## src/rtl/instr_seq_pkg.sv

```systemverilog
// Shared state codes, opcode values and state classification helpers for the
// instruction sequencer. State codes are 5 bits; wider state buses zero-extend.
package instr_seq_pkg;

    localparam logic [4:0] S_IDLE     = 5'd0;
    localparam logic [4:0] S_FETCH1   = 5'd1;
    localparam logic [4:0] S_FETCH2   = 5'd2;
    localparam logic [4:0] S_FETCH3   = 5'd3;
    localparam logic [4:0] S_CLAC     = 5'd4;
    localparam logic [4:0] S_LDAC1    = 5'd5;
    localparam logic [4:0] S_LDAC2    = 5'd6;
    localparam logic [4:0] S_LDAC3    = 5'd7;
    localparam logic [4:0] S_LDAC4    = 5'd8;
    localparam logic [4:0] S_STAC1    = 5'd9;
    localparam logic [4:0] S_STAC2    = 5'd10;
    localparam logic [4:0] S_STAC3    = 5'd11;
    localparam logic [4:0] S_STAC4    = 5'd12;
    localparam logic [4:0] S_MVACR    = 5'd13;
    localparam logic [4:0] S_MVRAC    = 5'd14;
    localparam logic [4:0] S_ADD      = 5'd15;
    localparam logic [4:0] S_MUL      = 5'd16;
    localparam logic [4:0] S_SUB      = 5'd17;
    localparam logic [4:0] S_INC      = 5'd18;
    localparam logic [4:0] S_JUMP1    = 5'd19;
    localparam logic [4:0] S_JUMP2    = 5'd20;
    localparam logic [4:0] S_JMPZ_CHK = 5'd21;
    localparam logic [4:0] S_JMPZ_Y1  = 5'd22;
    localparam logic [4:0] S_JMPZ_Y2  = 5'd23;
    localparam logic [4:0] S_HALT     = 5'd24;
    localparam logic [4:0] S_ERR      = 5'd25;

    localparam logic [3:0] OP_HALT  = 4'd0;
    localparam logic [3:0] OP_CLAC  = 4'd1;
    localparam logic [3:0] OP_LDAC  = 4'd2;
    localparam logic [3:0] OP_STAC  = 4'd3;
    localparam logic [3:0] OP_MVACR = 4'd4;
    localparam logic [3:0] OP_MVRAC = 4'd5;
    localparam logic [3:0] OP_ADD   = 4'd6;
    localparam logic [3:0] OP_MUL   = 4'd7;
    localparam logic [3:0] OP_SUB   = 4'd8;
    localparam logic [3:0] OP_INC   = 4'd9;
    localparam logic [3:0] OP_JUMP  = 4'd10;
    localparam logic [3:0] OP_JMPZ  = 4'd11;

    function automatic logic is_mem_state(input logic [4:0] code);
        case (code)
            S_FETCH2, S_LDAC2, S_LDAC4, S_STAC3, S_JUMP1, S_JMPZ_Y1: return 1'b1;
            default: return 1'b0;
        endcase
    endfunction

    // jmpz_chk ends the instruction only when the jump is not taken.
    function automatic logic is_terminal(input logic [4:0] code, input logic z_flag);
        case (code)
            S_CLAC, S_LDAC4, S_STAC4, S_MVACR, S_MVRAC, S_ADD, S_MUL,
            S_SUB, S_INC, S_JUMP2, S_JMPZ_Y2: return 1'b1;
            S_JMPZ_CHK: return !z_flag;
            default: return 1'b0;
        endcase
    endfunction

endpackage

```

## src/rtl/opcode_decoder.sv

```systemverilog
// Maps the opcode field to the first execute state; opcodes above JMPZ are
// reported illegal and steer to the error state.
module opcode_decoder
    import instr_seq_pkg::*;
#(
    parameter int OPCODE_WIDTH = 4
) (
    input  logic [OPCODE_WIDTH-1:0] opcode,
    output logic [4:0]              first_state,
    output logic                    illegal
);

    always_comb begin
        first_state = S_ERR;
        illegal     = 1'b1;
        if (opcode <= OPCODE_WIDTH'(OP_JMPZ)) begin
            illegal = 1'b0;
            case (opcode[3:0])
                OP_HALT:  first_state = S_HALT;
                OP_CLAC:  first_state = S_CLAC;
                OP_LDAC:  first_state = S_LDAC1;
                OP_STAC:  first_state = S_STAC1;
                OP_MVACR: first_state = S_MVACR;
                OP_MVRAC: first_state = S_MVRAC;
                OP_ADD:   first_state = S_ADD;
                OP_MUL:   first_state = S_MUL;
                OP_SUB:   first_state = S_SUB;
                OP_INC:   first_state = S_INC;
                OP_JUMP:  first_state = S_JUMP1;
                OP_JMPZ:  first_state = S_JMPZ_CHK;
                default: begin
                    first_state = S_ERR;
                    illegal     = 1'b1;
                end
            endcase
        end
    end

endmodule

```

## src/rtl/instr_sequencer.sv

```systemverilog
// Control-state sequencer: walks fetch/decode/execute states, stalls memory
// states on mem_ready, and traps into halt or err until reset.
module instr_sequencer
    import instr_seq_pkg::*;
#(
    parameter int IR_WIDTH     = 16,
    parameter int OPCODE_WIDTH = 4,
    parameter int STATE_WIDTH  = 6,
    parameter int MEM_WAIT_EN  = 1
) (
    input  logic                   clock,
    input  logic                   reset,
    input  logic                   start,
    input  logic                   step_mode,
    input  logic [IR_WIDTH-1:0]    IR,
    input  logic                   z_flag,
    input  logic                   mem_ready,
    output logic [STATE_WIDTH-1:0] state,
    output logic                   instr_done,
    output logic                   halted,
    output logic                   illegal_op
);

    logic [STATE_WIDTH-1:0] r_state;
    logic                   r_halted;
    logic                   r_illegal;

    logic [4:0] w_code;
    logic       w_valid;
    logic       w_stall;
    logic [4:0] w_dec_state;
    logic       w_dec_illegal;
    logic [4:0] w_next;
    logic       w_done;
    logic       w_unused_ir;

    opcode_decoder #(
        .OPCODE_WIDTH(OPCODE_WIDTH)
    ) u_decoder (
        .opcode      (IR[OPCODE_WIDTH-1:0]),
        .first_state (w_dec_state),
        .illegal     (w_dec_illegal)
    );

    assign w_unused_ir = ^IR;
    assign w_code      = r_state[4:0];
    assign w_valid     = (r_state <= STATE_WIDTH'(S_ERR));
    assign w_stall     = (MEM_WAIT_EN != 0) && is_mem_state(w_code) && !mem_ready;

    // halt and err fall through to the default hold, so start has no effect there.
    always_comb begin
        w_next = w_code;
        w_done = 1'b0;
        if (!w_valid) begin
            w_next = S_ERR;
        end else if (start && !w_stall) begin
            if (is_terminal(w_code, z_flag)) begin
                w_next = step_mode ? S_IDLE : S_FETCH1;
                w_done = 1'b1;
            end else begin
                case (w_code)
                    S_IDLE:     w_next = S_FETCH1;
                    S_FETCH1:   w_next = S_FETCH2;
                    S_FETCH2:   w_next = S_FETCH3;
                    S_FETCH3:   w_next = w_dec_illegal ? S_ERR : w_dec_state;
                    S_LDAC1:    w_next = S_LDAC2;
                    S_LDAC2:    w_next = S_LDAC3;
                    S_LDAC3:    w_next = S_LDAC4;
                    S_STAC1:    w_next = S_STAC2;
                    S_STAC2:    w_next = S_STAC3;
                    S_STAC3:    w_next = S_STAC4;
                    S_JUMP1:    w_next = S_JUMP2;
                    S_JMPZ_CHK: w_next = S_JMPZ_Y1;
                    S_JMPZ_Y1:  w_next = S_JMPZ_Y2;
                    default:    w_next = w_code;
                endcase
            end
        end
    end

    always_ff @(posedge clock or posedge reset) begin
        if (reset) begin
            r_state   <= '0;
            r_halted  <= 1'b0;
            r_illegal <= 1'b0;
        end else begin
            r_state <= STATE_WIDTH'(w_next);
            if (w_next == S_HALT) begin
                r_halted <= 1'b1;
            end
            if (w_next == S_ERR) begin
                r_illegal <= 1'b1;
            end
        end
    end

    assign state      = r_state;
    assign instr_done = w_done;
    assign halted     = r_halted;
    assign illegal_op = r_illegal;

endmodule

```

## config.mk

```make
export PLATFORM = sky130hd
export DESIGN_NAME = instr_sequencer
export DESIGN_NICKNAME = d
export VERILOG_FILES = /design/src/rtl/instr_seq_pkg.sv /design/src/rtl/opcode_decoder.sv /design/src/rtl/instr_sequencer.sv
export SDC_FILE = /design/constraint.sdc
export NUM_CORES = 1
export LEC_CHECK = 0
export CAP_MARGIN = 20
export CORE_MARGIN = 2
export CORE_UTILIZATION = 44
export CTS_CLUSTER_SIZE = 12
export DETAILED_ROUTE_END_ITERATION = 6
export PLACE_DENSITY = 0.8
export SYNTH_ARGS = -nofsm -noshare
export SYNTH_HDL_FRONTEND = slang
export SYNTH_SLANG_ARGS = --single-unit
```

## constraint.sdc

```tcl
create_clock -name clock -period 2.4 [get_ports clock]
set_input_delay 0.48 -clock clock [delete_from_list [all_inputs] [get_ports clock]]
set_output_delay 0.48 -clock clock [all_outputs]
set_load 0.02 [all_outputs]
```

Yosys cells after proc, flatten, opt, wreduce, memory -nomap -nowiden
Index checks and enable logic that the tools add are counted.
- order comparisons: 2
- equality and inequality tests: 36
- muxes and demuxes: 17
- reductions and logical operators: 10
- operator list (cell ; number):
    5-bit case mux with 13 select lines ; 1
    5-bit case mux with 12 select lines ; 1
    5-bit equality test (second input constant) ; 10
    5-bit by 4-bit equality test with 1-bit output (second input constant) ; 8
    5-bit 2-to-1 mux ; 5
    5-bit by 3-bit equality test with 1-bit output (second input constant) ; 4
    4-bit by 3-bit equality test with 1-bit output (second input constant) ; 4
    4-bit equality test (second input constant) ; 4
    12-bit OR reduction ; 1
    11-bit OR reduction ; 1
    5-bit by 2-bit equality test with 1-bit output (second input constant) ; 2
    1-bit 2-to-1 mux ; 9
    4-bit by 2-bit equality test with 1-bit output (second input constant) ; 2
    6-bit OR reduction ; 1
    5-bit by 1-bit equality test with 1-bit output (second input constant) ; 1
    5-bit less-or-equal comparator (second input constant) ; 1
    5-bit zero test ; 1
    4-bit by 1-bit equality test with 1-bit output (second input constant) ; 1
    4-bit less-or-equal comparator (second input constant) ; 1
    4-bit zero test ; 1
    1-bit zero test ; 3
    1-bit logical AND ; 2
    1-bit case mux with 2 select lines ; 1
- flip-flop bits (word level): 7
- word-level logic and storage cells: 68

Longest topological paths before layout
- depth after elaboration: 12
- mapped depth: 8

Modules after synthesis
Synthesis repeated with hierarchy kept, for this count alone.
- cell total of the unflattened synthesis: 112
- area, all modules: 895.9 sq um
- by module, submodules not included (module ; instances ; cells each ; area each (sq um) ; seq. area each (sq um)):
    instr_sequencer ; 1 ; 89 ; 716.9 ; 175.2
    opcode_decoder ; 1 ; 23 ; 178.9 ; 0.0

Worst setup path before layout
No wires, ideal clock.
- path kind: reg2out
- start point: register r_state[2] (netlist: state[2])
- end point: output instr_done
- data arrival time: 1623 ps
- setup slack: 297 ps
- cell stages (with the launch flop): 7
- path buffers: 2
- cell sequence: dfrtp_1 -> buf_2 -> buf_4 -> nor4b_1 -> a31oi_1 -> o31ai_1 -> nor2b_1
- word-level cells in the longest chain between the ends: 8
- elaborated cells between the ends (all ways): 30
- RTL lines (what ; line ; RTL):
    start, declared ; instr_sequencer.sv:24 ; logic [STATE_WIDTH-1:0] r_state;
    start signal, assigned ; instr_sequencer.sv:87 ; r_state <= STATE_WIDTH'(w_next);
    5-bit by 3-bit equality test with 1-bit output (tied with other cells) ; instr_seq_pkg.sv:54 ; case (code)
    11-bit OR reduction or 6-bit OR reduction (tied branches) ; instr_seq_pkg.sv:54, instr_seq_pkg.sv:46 ;
    1-bit case mux with 2 select lines or 1-bit 2-to-1 mux (tied branches) ; instr_seq_pkg.sv:54, instr_seq_pkg.sv:46 ;
    1-bit 2-to-1 mux or 1-bit logical AND (tied branches) ; instr_sequencer.sv:56, instr_sequencer.sv:48 ;
    1-bit 2-to-1 mux or 1-bit zero test (tied branches) ; instr_sequencer.sv:54, instr_sequencer.sv:56 ;
    1-bit 2-to-1 mux or 1-bit logical AND (tied branches) ; instr_sequencer.sv:57, instr_sequencer.sv:56 ;
    1-bit 2-to-1 mux ; instr_sequencer.sv:56 ; end else if (start && !w_stall) begin
    1-bit 2-to-1 mux * ; instr_sequencer.sv:54 ; if (!w_valid) begin
    end, declared ; instr_sequencer.sv:19 ; output logic instr_done,
Every way passes the cells marked *; elsewhere a longest branch is shown, timed or not. The select of a mux whose other input is x is not followed.

Final worst setup path
- start point: input mem_ready
- end point: output instr_done
- word-level cells in the longest chain between the ends: 6
- RTL lines (what ; line ; RTL):
    start, declared ; instr_sequencer.sv:17 ; input logic mem_ready,
    1-bit zero test ; instr_sequencer.sv:48 ; assign w_stall = (MEM_WAIT_EN != 0) && is_mem_state(w_code) && !mem_ready;
    1-bit logical AND ; instr_sequencer.sv:48 ;
    1-bit zero test ; instr_sequencer.sv:56 ;
    1-bit logical AND ; instr_sequencer.sv:56 ;
    1-bit 2-to-1 mux ; instr_sequencer.sv:56 ;
    1-bit 2-to-1 mux ; instr_sequencer.sv:54 ;
No other way between the ends.

==> results.ini <==
[outcome]
status = finished, final reports clean

[pwr]
power.switching_mw = 0.667
power.leakage_nw = 0.508
p_int_mw = 0.748
pwr_density_cell_mw_per_mm2 = 1220
power_frac_comb_pct = 74.2
peakVddDrop_v = 0.000860
power.total_mw = 1.42
power_frac_seq_pct = 18.6
swShare_pct = 47.1
clock_power_share_pct = 7.2

[critical_path]
startpoint = mem_ready
path_max_fanout = 2
worstPathRequired_ps = 1920
crit_path_max_incr_delay_ps = 480
reg2reg_from = state[0]
crit_slowest_cell = clkdlybuf4s50_1
crit_type = in -> out
startpoint_type = input port
critPathCaptureType = output pin
cp_cell_sequence = clkdlybuf4s50_1 -> and4bb_2 -> a22oi_4 -> nand2_1 -> nor2b_1 -> buf_2
critPathArrivalTime_ps = 1820

[clock_tree]
cts_tree = done
cts_sinks = 7
holdBufCountCts = 0
cts_buffers = 3
insertion_delay_ps = 240
root_buffer = clkbuf_4
cts.clk_slew.worst_paths_ps = 50
cts_buffer_depth = 2
h-tree-depth = 1
postCtsSetupBuffers = 0

[timing]
rsz0062_at_grt = no
setup_viol_count_final = 0
slew_violations = 0
layout_setup_ws_ps = 99.8
final.period_utilization_pct = 95.8
fin_crit_ps = 2300
hold_viol_final = 0
fin_skew_ps = 1.17
fmax_mhz = 435

[synthesis]
synth.most_common_cell = nor2_1
synth_top_area_share_pct = 20.5
synthTopCellsByArea = dfrtp_1, nor2_1, xor2_1
synth_area_leader_cell = dfrtp_1
syn_inst = 111
synth_top_flop_cell = dfrtp_1
syn_area_per_cell_sq_um = 7.70
ys_top_cells_by_count = nor2_1, dfrtp_1, inv_1, nand2_1
syn-cell-area_sq_um = 855
yosysWarnings = 0
ys_seq_area_share_pct = 20.5
synth_seq_cells = 7
ys_types = 46
synth-edff-count = 0
synth-async-reset-ratio_pct = 100
syn_nets = 133

[finish]
drive_above_1_share_pct = 21.3
fill_cells = 154
syn2layout_area_growth_pct = 35.7
diodes = 0
fin_nets = 164
stdcell_area_sq_mm = 0.00116
postLayoutCoreUtil_pct = 65.1

[drt]
post_drt_wl_per_cell_um = 13.7
wirelength_um = 2280
drtIter0Drc = 27
drc = 0
vias_per_cell = 5.78
vias = 960
first_pass_iters = 4
ant_nets = 0

[global_routing]
grt_overflow = 0
antenna_found_initial = 0
grt_pass1_wl_um = 3480
grt_max_degree = 13
grt_util_all_layers_pct = 21.3
grt_pass1_vias = 850

[floorplan]
die_x_um = 48.1
io_pins = 31
design.die.area_sq_mm = 0.00231
core.rowCount = 15
die_y_um = 48.1
start_util_pct = 47.9
core_area_sq_mm = 0.00178

[place]
place_area_sq_mm = 0.00114
place_congestion = 0.836
numPortBuffers = 17
dp_hpwl_um = 1790
place_ws_ps = -337

[min_path]
hold_start = halted
min_path_type = reg -> reg

[flow_run]
maxCapViolCount = 0

[path summary, 6_finish.rpt]
check                           depth (start not counted)  slack (ps)         end
worst max-delay path                                    6         100  instr_done
worst max register to register                          7         320      halted
min in group asynchronous                               2         480      halted
worst min-delay path                                    1         450      halted
max in group asynchronous                               2        1710  illegal_op
worst min register to register                          1         450      halted
[placed cells by master, fill, tap and decap left out, drive strengths merged, types with 2 or more instances in the layout]
cell type	instances
o22ai	2
a22oi	2
o31ai	2
a21oi	6
nand2b	5
nand3	4
inv	7
o21a	2
o21ai	5
clkdlybuf4s50	16
o21bai	2
nand2	7
xor2	4
dfrtp	7
nor2	10
nor2b	4
a31oi	4
buf	20
and2	2
nor4b	3
clkbuf	4
[flip-flops by register name, indices dropped and copies added (netlist names)]
name        cells
halted          1
illegal_op      1
state           5
[layout make-up]
| class | instances | area, sq um | area share [%] |
|---|---|---|---|
| Multi-Input combinational cell | 87 | 593 | 51.1 |
| Timing Repair Buffer | 36 | 308 | 26.5 |
| Sequential cell | 7 | 175 | 15.1 |
| Tap cell | 25 | 31.3 | 2.70 |
| Clock buffer | 4 | 26.3 | 2.27 |
| Inverter | 7 | 26.3 | 2.27 |
[critical path: cells and delay by family]
| kind | cells | cell delay (ps) |
|---|---|---|
| buf+inv | 2 | 660 |
| simple gates | 3 | 510 |
| compound gates | 1 | 160 |
[cells by family (layout without fill, tap and decap cells)]
| group | count (synthesis) | after routing | share of synthesized area, % |
|---|---|---|---|
| muxes | 1 | 1 | 1.17 |
| and+or+nand+nor | 44 | 44 | 30.7 |
| xor gates and xnor gates | 4 | 4 | 4.10 |
| other | 1 | 1 | 0.439 |
| buffers and inverters | 17 | 47 | 10.1 |
| adders and majority gates | 1 | 1 | 1.32 |
| AOI/OAI and AO/OA | 36 | 36 | 31.6 |
| DFF | 7 | 7 | 20.5 |
[metrics by stage]
step                      setup TNS, ps  hold WS (ps)  instances
after floorplan                       0           283        111
after global placement             -323           439        162
after detailed placement           -337           444        162
after CTS                             0           455        166
after global routing                  0           476        166
final                                 0           454        166
[metal layers]
metal,up-vias,track usage [%],routed length [um]
met3,2,2.26,132
met4,0,5.95,6
met5,-,0,0
li1,467,-,-
met2,36,37.9,1130
met1,455,27.1,1010
[power groups by stage]
stage,Combinational [mW],Sequential (mW),Clock (mW)
2_1_floorplan,0.634,0.293,0
3_3_place_gp,1.02,0.264,0
3_5_place_dp,1.04,0.264,0
4_1_cts,1.04,0.263,0.108
5_1_grt,1.14,0.275,0.113
6_report,1.05,0.263,0.102
[timing repair]
action,CTS,global route
gates resized for setup,4,0
setup endpoints to repair,1,0
hold endpoints to repair,0,0
(Power assumes the default switching activity.)
